[config.mk]
export PLATFORM = sky130hd
export DESIGN_NAME = multicycle_control_flat
export DESIGN_NICKNAME = d
export VERILOG_FILES = /design/src/rtl/multicycle_control_if.sv /design/src/rtl/multicycle_control.sv /design/src/flat_wrapper.sv
export SDC_FILE = /design/constraint.sdc
export NUM_CORES = 1
export LEC_CHECK = 0
export ABC_AREA = 1
export BUFFER_PORTS_ARGS = -buffer_cell sky130_fd_sc_hd__buf_4
export CORE_UTILIZATION = 51
export DETAILED_ROUTE_END_ITERATION = 10
export GPL_TIMING_DRIVEN = 0
export MAX_ROUTING_LAYER = met4
export PLACE_DENSITY = 0.76
export SLEW_MARGIN = 20
export SYNTH_ARGS = -nofsm -noshare
export SYNTH_HDL_FRONTEND = slang
export SYNTH_SLANG_ARGS = --single-unit
[constraint.sdc]
create_clock -name clk -period 1.5 [get_ports clk]
set_input_delay 0.3 -clock clk [delete_from_list [all_inputs] [get_ports clk]]
set_output_delay 0.3 -clock clk [all_outputs]
set_load 0.01 [all_outputs]
[src/rtl/multicycle_control_if.sv]
// Control bus between the multicycle MIPS controller and its datapath.
// The controller side is the master; the datapath side is the slave.
interface multicycle_control_if;
    logic [5:0] opcode;
    logic [5:0] funct;
    logic       zero;
    logic       mem_ready;
    logic       pc_en;
    logic       iord;
    logic       mem_read;
    logic       mem_write;
    logic       ir_write;
    logic       reg_dst;
    logic       mem_to_reg;
    logic       reg_write;
    logic       alu_src_a;
    logic [1:0] alu_src_b;
    logic [2:0] alu_op;
    logic       imm_zero_ext;
    logic [1:0] pc_source;
    logic [3:0] state;
    logic [1:0] fault;

    modport master (
        input  opcode, funct, zero, mem_ready,
        output pc_en, iord, mem_read, mem_write, ir_write,
        output reg_dst, mem_to_reg, reg_write,
        output alu_src_a, alu_src_b, alu_op, imm_zero_ext,
        output pc_source, state, fault
    );

    modport slave (
        output opcode, funct, zero, mem_ready,
        input  pc_en, iord, mem_read, mem_write, ir_write,
        input  reg_dst, mem_to_reg, reg_write,
        input  alu_src_a, alu_src_b, alu_op, imm_zero_ext,
        input  pc_source, state, fault
    );
endinterface

[src/rtl/multicycle_control.sv]
// Main control FSM of the multicycle MIPS datapath: sequences fetch,
// decode, memory, ALU and writeback; halts on illegal op or mem timeout.
module multicycle_control #(
    parameter int MEM_TIMEOUT = 16
) (
    input  logic                clk,
    input  logic                reset,
    multicycle_control_if.master bus
);

    typedef enum logic [3:0] {
        FETCH     = 4'd0,
        DECODE    = 4'd1,
        MEM_ADDR  = 4'd2,
        MEM_READ  = 4'd3,
        MEM_WB    = 4'd4,
        MEM_WRITE = 4'd5,
        EXECUTE   = 4'd6,
        ALU_WB    = 4'd7,
        BRANCH    = 4'd8,
        EXEC_I    = 4'd9,
        IMM_WB    = 4'd10,
        JUMP      = 4'd11,
        HALT      = 4'd12
    } state_t;

    localparam logic [5:0] OP_R    = 6'b000000;
    localparam logic [5:0] OP_LW   = 6'b100011;
    localparam logic [5:0] OP_SW   = 6'b101011;
    localparam logic [5:0] OP_BEQ  = 6'b000100;
    localparam logic [5:0] OP_ADDI = 6'b001000;
    localparam logic [5:0] OP_ANDI = 6'b001100;
    localparam logic [5:0] OP_ORI  = 6'b001101;
    localparam logic [5:0] OP_J    = 6'b000010;

    localparam logic [2:0] ALU_ADD = 3'b000;
    localparam logic [2:0] ALU_SUB = 3'b001;
    localparam logic [2:0] ALU_AND = 3'b010;
    localparam logic [2:0] ALU_OR  = 3'b011;
    localparam logic [2:0] ALU_NOR = 3'b100;
    localparam logic [2:0] ALU_SLT = 3'b101;

    localparam logic [1:0] F_NONE  = 2'b00;
    localparam logic [1:0] F_OP    = 2'b01;
    localparam logic [1:0] F_FUNCT = 2'b10;
    localparam logic [1:0] F_TMO   = 2'b11;

    localparam int CW  = (MEM_TIMEOUT < 2) ? 1 : $clog2(MEM_TIMEOUT);
    localparam int LIM = (MEM_TIMEOUT > 0) ? MEM_TIMEOUT - 1 : 0;
    localparam bit TMO_EN = (MEM_TIMEOUT != 0);

    state_t          state_q, state_d;
    logic [1:0]      fault_q, fault_d;
    logic [CW-1:0]   cnt_q, cnt_d;
    logic [5:0]      op_q, fn_q;

    logic            pc_write, pc_write_cond;
    logic            iord, mem_read, mem_write, ir_write;
    logic            reg_dst, mem_to_reg, reg_write;
    logic            alu_src_a, imm_zero_ext;
    logic [1:0]      alu_src_b, pc_source;
    logic [2:0]      alu_op;
    logic            timeout;
    logic            is_mem, is_imm;

    function automatic logic funct_ok(input logic [5:0] f);
        return f == 6'b100000 || f == 6'b100010 ||
               f == 6'b100100 || f == 6'b100101 ||
               f == 6'b100111 || f == 6'b101010;
    endfunction

    function automatic logic [2:0] funct_alu(input logic [5:0] f);
        logic [2:0] r;
        r = ALU_ADD;
        case (f)
            6'b100010: r = ALU_SUB;
            6'b100100: r = ALU_AND;
            6'b100101: r = ALU_OR;
            6'b100111: r = ALU_NOR;
            6'b101010: r = ALU_SLT;
            default:   r = ALU_ADD;
        endcase
        return r;
    endfunction

    always_ff @(posedge clk) begin
        if (reset) begin
            state_q <= FETCH;
            fault_q <= F_NONE;
            cnt_q   <= '0;
            op_q    <= '0;
            fn_q    <= '0;
        end else begin
            state_q <= state_d;
            fault_q <= fault_d;
            cnt_q   <= cnt_d;
            if (state_q == DECODE) begin
                op_q <= bus.opcode;
                fn_q <= bus.funct;
            end
        end
    end

    // Limit is hit only when this cycle is also a non-ready wait cycle,
    // so a ready response on the last allowed cycle still completes.
    assign timeout = TMO_EN && !bus.mem_ready && (cnt_q == CW'(LIM));
    assign is_mem  = (bus.opcode == OP_LW) || (bus.opcode == OP_SW);
    assign is_imm  = (bus.opcode == OP_ADDI) || (bus.opcode == OP_ANDI) ||
                     (bus.opcode == OP_ORI);

    always_comb begin
        state_d       = state_q;
        fault_d       = fault_q;
        cnt_d         = '0;
        pc_write      = 1'b0;
        pc_write_cond = 1'b0;
        iord          = 1'b0;
        mem_read      = 1'b0;
        mem_write     = 1'b0;
        ir_write      = 1'b0;
        reg_dst       = 1'b0;
        mem_to_reg    = 1'b0;
        reg_write     = 1'b0;
        alu_src_a     = 1'b0;
        alu_src_b     = 2'b00;
        alu_op        = ALU_ADD;
        imm_zero_ext  = 1'b0;
        pc_source     = 2'b00;

        unique case (state_q)
            FETCH: begin
                mem_read  = 1'b1;
                alu_src_b = 2'b01;
                if (bus.mem_ready) begin
                    ir_write = 1'b1;
                    pc_write = 1'b1;
                    state_d  = DECODE;
                end else if (timeout) begin
                    state_d = HALT;
                    fault_d = F_TMO;
                end else begin
                    cnt_d = cnt_q + 1'b1;
                end
            end
            DECODE: begin
                alu_src_b = 2'b11;
                unique case (1'b1)
                    is_mem:                 state_d = MEM_ADDR;
                    (bus.opcode == OP_R): begin
                        if (funct_ok(bus.funct)) begin
                            state_d = EXECUTE;
                        end else begin
                            state_d = HALT;
                            fault_d = F_FUNCT;
                        end
                    end
                    (bus.opcode == OP_BEQ): state_d = BRANCH;
                    is_imm:                 state_d = EXEC_I;
                    (bus.opcode == OP_J):   state_d = JUMP;
                    default: begin
                        state_d = HALT;
                        fault_d = F_OP;
                    end
                endcase
            end
            MEM_ADDR: begin
                alu_src_a = 1'b1;
                alu_src_b = 2'b10;
                state_d   = (op_q == OP_SW) ? MEM_WRITE : MEM_READ;
            end
            MEM_READ: begin
                iord     = 1'b1;
                mem_read = 1'b1;
                if (bus.mem_ready) begin
                    state_d = MEM_WB;
                end else if (timeout) begin
                    state_d = HALT;
                    fault_d = F_TMO;
                end else begin
                    cnt_d = cnt_q + 1'b1;
                end
            end
            MEM_WRITE: begin
                iord      = 1'b1;
                mem_write = 1'b1;
                if (bus.mem_ready) begin
                    state_d = FETCH;
                end else if (timeout) begin
                    state_d = HALT;
                    fault_d = F_TMO;
                end else begin
                    cnt_d = cnt_q + 1'b1;
                end
            end
            MEM_WB: begin
                mem_to_reg = 1'b1;
                reg_write  = 1'b1;
                state_d    = FETCH;
            end
            EXECUTE: begin
                alu_src_a = 1'b1;
                alu_op    = funct_alu(fn_q);
                state_d   = ALU_WB;
            end
            ALU_WB: begin
                reg_dst   = 1'b1;
                reg_write = 1'b1;
                state_d   = FETCH;
            end
            BRANCH: begin
                alu_src_a     = 1'b1;
                alu_op        = ALU_SUB;
                pc_write_cond = 1'b1;
                pc_source     = 2'b01;
                state_d       = FETCH;
            end
            EXEC_I: begin
                alu_src_a    = 1'b1;
                alu_src_b    = 2'b10;
                alu_op       = (op_q == OP_ANDI) ? ALU_AND :
                               (op_q == OP_ORI)  ? ALU_OR  : ALU_ADD;
                imm_zero_ext = (op_q == OP_ANDI) || (op_q == OP_ORI);
                state_d      = IMM_WB;
            end
            IMM_WB: begin
                reg_write    = 1'b1;
                imm_zero_ext = (op_q == OP_ANDI) || (op_q == OP_ORI);
                state_d      = FETCH;
            end
            JUMP: begin
                pc_write  = 1'b1;
                pc_source = 2'b10;
                state_d   = FETCH;
            end
            HALT: begin
                state_d = HALT;
            end
            default: begin
                state_d = HALT;
            end
        endcase

        // Nothing may reach the datapath while reset is held.
        if (reset) begin
            pc_write      = 1'b0;
            pc_write_cond = 1'b0;
            iord          = 1'b0;
            mem_read      = 1'b0;
            mem_write     = 1'b0;
            ir_write      = 1'b0;
            reg_dst       = 1'b0;
            mem_to_reg    = 1'b0;
            reg_write     = 1'b0;
            alu_src_a     = 1'b0;
            alu_src_b     = 2'b00;
            alu_op        = ALU_ADD;
            imm_zero_ext  = 1'b0;
            pc_source     = 2'b00;
        end
    end

    assign bus.pc_en        = pc_write | (pc_write_cond & bus.zero);
    assign bus.iord         = iord;
    assign bus.mem_read     = mem_read;
    assign bus.mem_write    = mem_write;
    assign bus.ir_write     = ir_write;
    assign bus.reg_dst      = reg_dst;
    assign bus.mem_to_reg   = mem_to_reg;
    assign bus.reg_write    = reg_write;
    assign bus.alu_src_a    = alu_src_a;
    assign bus.alu_src_b    = alu_src_b;
    assign bus.alu_op       = alu_op;
    assign bus.imm_zero_ext = imm_zero_ext;
    assign bus.pc_source    = pc_source;
    assign bus.state        = state_q;
    assign bus.fault        = fault_q;

endmodule

[src/flat_wrapper.sv]
// flat-port wrapper written by rule: the top's interface ports become plain ports
module multicycle_control_flat 
#(
    parameter int MEM_TIMEOUT = 16
)
  (clk, reset, bus_opcode, bus_funct, bus_zero, bus_mem_ready, bus_pc_en, bus_iord, bus_mem_read, bus_mem_write, bus_ir_write, bus_reg_dst, bus_mem_to_reg, bus_reg_write, bus_alu_src_a, bus_alu_src_b, bus_alu_op, bus_imm_zero_ext, bus_pc_source, bus_state, bus_fault);
  multicycle_control_if bus_i ();
  input  logic clk;
  input  logic reset;
  input wire logic [$bits(bus_i.opcode)-1:0] bus_opcode;
  input wire logic [$bits(bus_i.funct)-1:0] bus_funct;
  input wire logic [$bits(bus_i.zero)-1:0] bus_zero;
  input wire logic [$bits(bus_i.mem_ready)-1:0] bus_mem_ready;
  output wire logic [$bits(bus_i.pc_en)-1:0] bus_pc_en;
  output wire logic [$bits(bus_i.iord)-1:0] bus_iord;
  output wire logic [$bits(bus_i.mem_read)-1:0] bus_mem_read;
  output wire logic [$bits(bus_i.mem_write)-1:0] bus_mem_write;
  output wire logic [$bits(bus_i.ir_write)-1:0] bus_ir_write;
  output wire logic [$bits(bus_i.reg_dst)-1:0] bus_reg_dst;
  output wire logic [$bits(bus_i.mem_to_reg)-1:0] bus_mem_to_reg;
  output wire logic [$bits(bus_i.reg_write)-1:0] bus_reg_write;
  output wire logic [$bits(bus_i.alu_src_a)-1:0] bus_alu_src_a;
  output wire logic [$bits(bus_i.alu_src_b)-1:0] bus_alu_src_b;
  output wire logic [$bits(bus_i.alu_op)-1:0] bus_alu_op;
  output wire logic [$bits(bus_i.imm_zero_ext)-1:0] bus_imm_zero_ext;
  output wire logic [$bits(bus_i.pc_source)-1:0] bus_pc_source;
  output wire logic [$bits(bus_i.state)-1:0] bus_state;
  output wire logic [$bits(bus_i.fault)-1:0] bus_fault;
  assign bus_i.opcode = bus_opcode;
  assign bus_i.funct = bus_funct;
  assign bus_i.zero = bus_zero;
  assign bus_i.mem_ready = bus_mem_ready;
  assign bus_pc_en = bus_i.pc_en;
  assign bus_iord = bus_i.iord;
  assign bus_mem_read = bus_i.mem_read;
  assign bus_mem_write = bus_i.mem_write;
  assign bus_ir_write = bus_i.ir_write;
  assign bus_reg_dst = bus_i.reg_dst;
  assign bus_mem_to_reg = bus_i.mem_to_reg;
  assign bus_reg_write = bus_i.reg_write;
  assign bus_alu_src_a = bus_i.alu_src_a;
  assign bus_alu_src_b = bus_i.alu_src_b;
  assign bus_alu_op = bus_i.alu_op;
  assign bus_imm_zero_ext = bus_i.imm_zero_ext;
  assign bus_pc_source = bus_i.pc_source;
  assign bus_state = bus_i.state;
  assign bus_fault = bus_i.fault;
  multicycle_control #(.MEM_TIMEOUT(MEM_TIMEOUT)) u_core (.clk(clk), .reset(reset), .bus(bus_i));
endmodule
Word level (Yosys, flattened, before mapping):

Cells that the tools add are included.

* bits of input ports: 16
* output and inout port bits: 23
* logic and storage cells: 116
* bits in registers: 22

* reductions and logical operators: 25
* add/subtract/negate cells: 1
* multiplexer cells: 45
* eq/ne operators: 37
* bitwise logic cells: 3

Operators by type and width (number)
* $eq 6x6->1 const B: 14
* $pmux 4 s8: 1
* $eq 6x4->1 const B: 5
* $mux 1: 22
* $eq 4x4->1 const B: 5
* $mux 4: 5
* $pmux 4 s5: 1
* $eq 4x3->1 const B: 4
* $pmux 3 s5: 1
* $mux 2: 6
* $pmux 2 s2: 3
* $reduce_or 4->1: 3
* $logic_or 1x1->1: 9
* $mux 3: 3
* $pmux 3 s3: 1
* $eq 4x2->1 const B: 2
* $reduce_or 2->1: 4
* $eq 6x2->1 const B: 1
* $eq 6x3->1 const B: 1
* $logic_not 6->1: 1
* $pmux 2 s3: 1
* $reduce_or 3->1: 2
* $reduce_and 5->1: 1
* $reduce_or 5->1: 1
* other kinds (13): 14

Longest topological paths before layout:

* depth after elaboration: 9
* depth in mapped cells: 9
* mapped depth without buffers: 9

Least setup slack after synthesis:

OpenSTA, ideal clock, no wires.

* path type: register to output
* start point: register u_core.state_q[1], in the netlist u_core.bus.state[1]
* end point: output port bus_alu_op[2]
* cell stages (with the launch flop): 5
* path slack: -72 ps
* arrival: 1272 ps
* path buffers: 0
* required time: 1200 ps
* cell sequence: dfxtp_1 inv_2 nor2_4 nand2_1 nor4_1

* word-level cells in the longest chain between the ends: 3
* elaborated cells on any way between the ends: 5
* those cells by class: 3 x eq/ne; 2 x mux

Ends and longest elaborated chain
* from (decl): line multicycle_control.sv:52 `state_t state_q, state_d;`
* from (signal assigned): line multicycle_control.sv:94 `state_q <= state_d;`
* $eq 4x4->1 / $eq 4x3->1 (equally long branches): line multicycle_control.sv:130 `unique case (state_q)`
* $pmux 3 s3 *: line multicycle_control.sv:130
* $mux 3 *: line multicycle_control.sv:244 `if (reset) begin`
* to (decl): line flat_wrapper.sv:24 `output wire logic [$bits(bus_i.alu_op)-1:0] bus_alu_op;`

Mark *: on every way between the ends. The rest lies on a longest branch, timed or not.

Final worst setup path:

* start point: register u_core.state_q[3], in the netlist u_core.bus.state[3]
* end point: output port bus_pc_en

* word-level cells in the longest chain between the ends: 5
* elaborated cells on any way between the ends: 9
* those cells by class: 2 x eq/ne; 4 x mux; 2 x bitwise; 1 x reduce/logical

Ends and longest elaborated chain
* $eq 4x4->1: line multicycle_control.sv:130
* $mux 1: line multicycle_control.sv:130
* $mux 1: line multicycle_control.sv:244
* $and 1x1->1: line multicycle_control.sv:262 `assign bus.pc_en = pc_write | (pc_write_cond & bus.zero);`
* $or 1x1->1 *: line multicycle_control.sv:262
* to (decl): line flat_wrapper.sv:14 `output wire logic [$bits(bus_i.pc_en)-1:0] bus_pc_en;`

Marks and branches as above.

==> impl_metrics.toml <==
[synth]
synth_adder_area_share = 0.00891
yosys_warnings = 0
yosysSeqAreaShare = 0.314
synth-simple-area-share = 0.395
netlist_area_sq_um = 1400
syn-mean-instance-area_sq_um = 6.13
synth.area.mux_share = 0
syn_inst = 229
synth_nets = 246
synth_xor_area_frac = 0.0125
synth_cell_types = 26
synth-compound-area-share = 0.160
synth_top_family_by_area = "simple AND/OR/NAND/NOR gates"
ys_ff_latch = 22

[cts]
h-tree-depth = 1
clock-root-buffer = "clkbuf_4"
cts_sinks = 22
cts_tree = "built"
clk_pin_slew_worst_paths_ps = 130
cts_inserted_buffers = 3
cts_hold_buf = 0
cts_buffer_depth = 2
clkLatencyLatePin_ps = 320

[sta]
setup_ws_ps = -396
clock_skew_ps = 7.18
rsz0062_at_grt = "yes"
setup_violations = 17
worst_pin_slew_ps = 612
maxSlewHeadroom = 0.592
max_freq_mhz = 527
tns_ps = -4060
hold_viol_final = 0
slew_violations = 0
post-route-min-period_ps = 1900
final.period_utilization = 1.26

[worst_setup_path]
cp_slowest_cell = "dfxtp_4"
crit_path_end_kind = "output port"
rr_startpoint = "u_core.bus.state[0]"
max_stage_delay_ps = 410
crit_type = "flop to output port"
arrival_ps = 1600
r2r_slack_ps = 10
timing.critical_path.from = "u_core.bus.state[3]"
crit_fanout = 5
cp_cell_sequence = "nor2_4, inv_4, nor3_4, nand2_1, inv_2, a211o_1, buf_4"
worstSetupStartpointType = "flop"
cp.required_ps = 1200

[pwr]
swShare = 0.417
comb_power_share = 0.520
power_frac_clock = 0.168
powerDensity_nw_per_um2 = 1280
ir_drop_mv = 0.992
power_w = 0.00279
p_int_w = 0.00162
seqPwrFrac = 0.312
power.leakage_nw = 1.05
power.switching_w = 0.00116

[placement]
place_area_sq_um = 1740
dp_slack_ps = -154
dp_hpwl_mm = 2.68
gp_congestion = 0.865
port_buffers = 38

[routing]
final_antenna_net_count = 0
route.detailed.drc = 0
wirelength_mm = 4.97
vias_per_cell = 5.75
drtIter0Drc = 111
route.detailed.wl_per_inst_um = 15.3
wl_met1_mm = 2.00
routed-wl-met3_um = 467
first_pass_iters = 5
vias = 1870
dr_wl_met2_mm = 2.33
highest_layer = "met4"

[flow_run]
maxCapViolCount = 0

[finish]
area_growth_pct = 55.0
layout-drive-gt1-share = 0.424
final_common_cell = "buf_4"
n_antenna_cell = 0
most-common-layout-cells = "buf_4, nor2_1, nand2_1, inv_1"
fin_nets = 313
fillerInstances = 145
fin_area_sq_um = 2180

[floorplanning]
dieArea_sq_um = 2970
core_sq_um = 2540
die_w_um = 54.5
initial_core_util = 0.552
io_pins = 39
dieHeight_um = 54.5
rows = 18

[grt]
grt_start_max_net_pins = 14
antenna_found_initial = 0
grt_pass1_wl_mm = 7.05
grt_usage = 0.344
grt_overflow = 0
grt_pass1_vias = 1642

[hold_path]
hold_path.class = "primary input to flop"
min_from = "bus_funct[5]"

[outcome]
status = "finished with violations"
violations = "setup timing"
## state kept, by name, indices dropped and copies added, names as in the netlist
signal	flops
u_core.op_q	6
u_core.cnt_q	4
u_core.bus.fault	2
u_core.fn_q	6
u_core.bus.state	4
## area by class of cell
class | instances | area (sq um) | area share
Tap cell | 30 | 37.5 | 0.0173
Sequential cell | 22 | 460 | 0.212
Timing Repair Buffer | 62 | 488 | 0.224
Clock buffer | 3 | 22.5 | 0.0104
Multi-Input combinational cell | 167 | 968 | 0.445
Inverter | 35 | 146 | 0.0673
Buffer | 5 | 22.5 | 0.0104
Clock inverter | 1 | 30.0 | 0.0138
## metal layers
layer	vias up	track usage
met3	28	0.0472
met2	134	0.567
met1	837	0.408
li1	871	-
met5	-	-
met4	0	0.167
## critical path: cells and delay by family, from the launching register on
| family | cells | cell delay (ps) |
|---|---|---|
| and+or+nand+nor | 3 | 510 |
| DFF | 1 | 410 |
| buffers and inverters | 3 | 270 |
| AOI/OAI and AO/OA | 1 | 100 |
## logic make-up after synthesis
family | count (synthesis)
simple gates | 123
compound gates | 41
buf+inv | 40
flops | 22
xor+xnor | 2
fa+ha+maj | 1
## final timing paths
path | cells after the start | end
max reg2reg | 10 | u_core.bus.state[0]
min reg2reg | 2 | u_core.fn_q[4]
min | 3 | u_core.fn_q[5]
max | 7 | bus_pc_en
## cell usage after synthesis, drive strengths merged
cell type  number  share of area
nand3          17          0.064
nand2          45           0.13
buf             3          0.011
nand4           1         0.0045
dfxtp          22           0.31
a21oi          19          0.068
nor3            5          0.018
ha              1         0.0089
a31oi           1         0.0045
inv            35          0.094
a32o            1         0.0071
a211o           1         0.0062
nand3b          2          0.011
clkbuf          2         0.0053
xor2            1         0.0062
o31ai           1         0.0053
nor4            2         0.0089
o21ai          16          0.057
nor2           51           0.16
a32oi           2          0.012
xnor2           1         0.0062
## what timing repair did
| item | CTS | global route |
|---|---|---|
| endpoints found under the setup margin | 18 | 25 |
| pin swaps | 14 | 15 |
| resized for setup | 40 | 25 |
| setup buffers | 17 | 7 |
## through the flow
stage | util | hold WS [ps] | instances
finish | 0.855 | 216 | 325
global route | 0.855 | 221 | 325
CTS | 0.799 | 220 | 318
detailed placement | 0.683 | 451 | 297
global placement | 0.683 | 439 | 297
floorplan | - | 418 | 229
## power groups by stage
stage	registers [W]	clock network (W)	logic [W]
final	0.000869	0.000468	0.00145
after global routing	0.000884	0.000488	0.00157
after CTS	0.000847	0.000461	0.00117
after detailed placement	0.000831	0	0.000914
after global placement	0.000830	0	0.000907
after floorplan	0.000829	0	0.000599
Power figures use the tool's default switching activity.
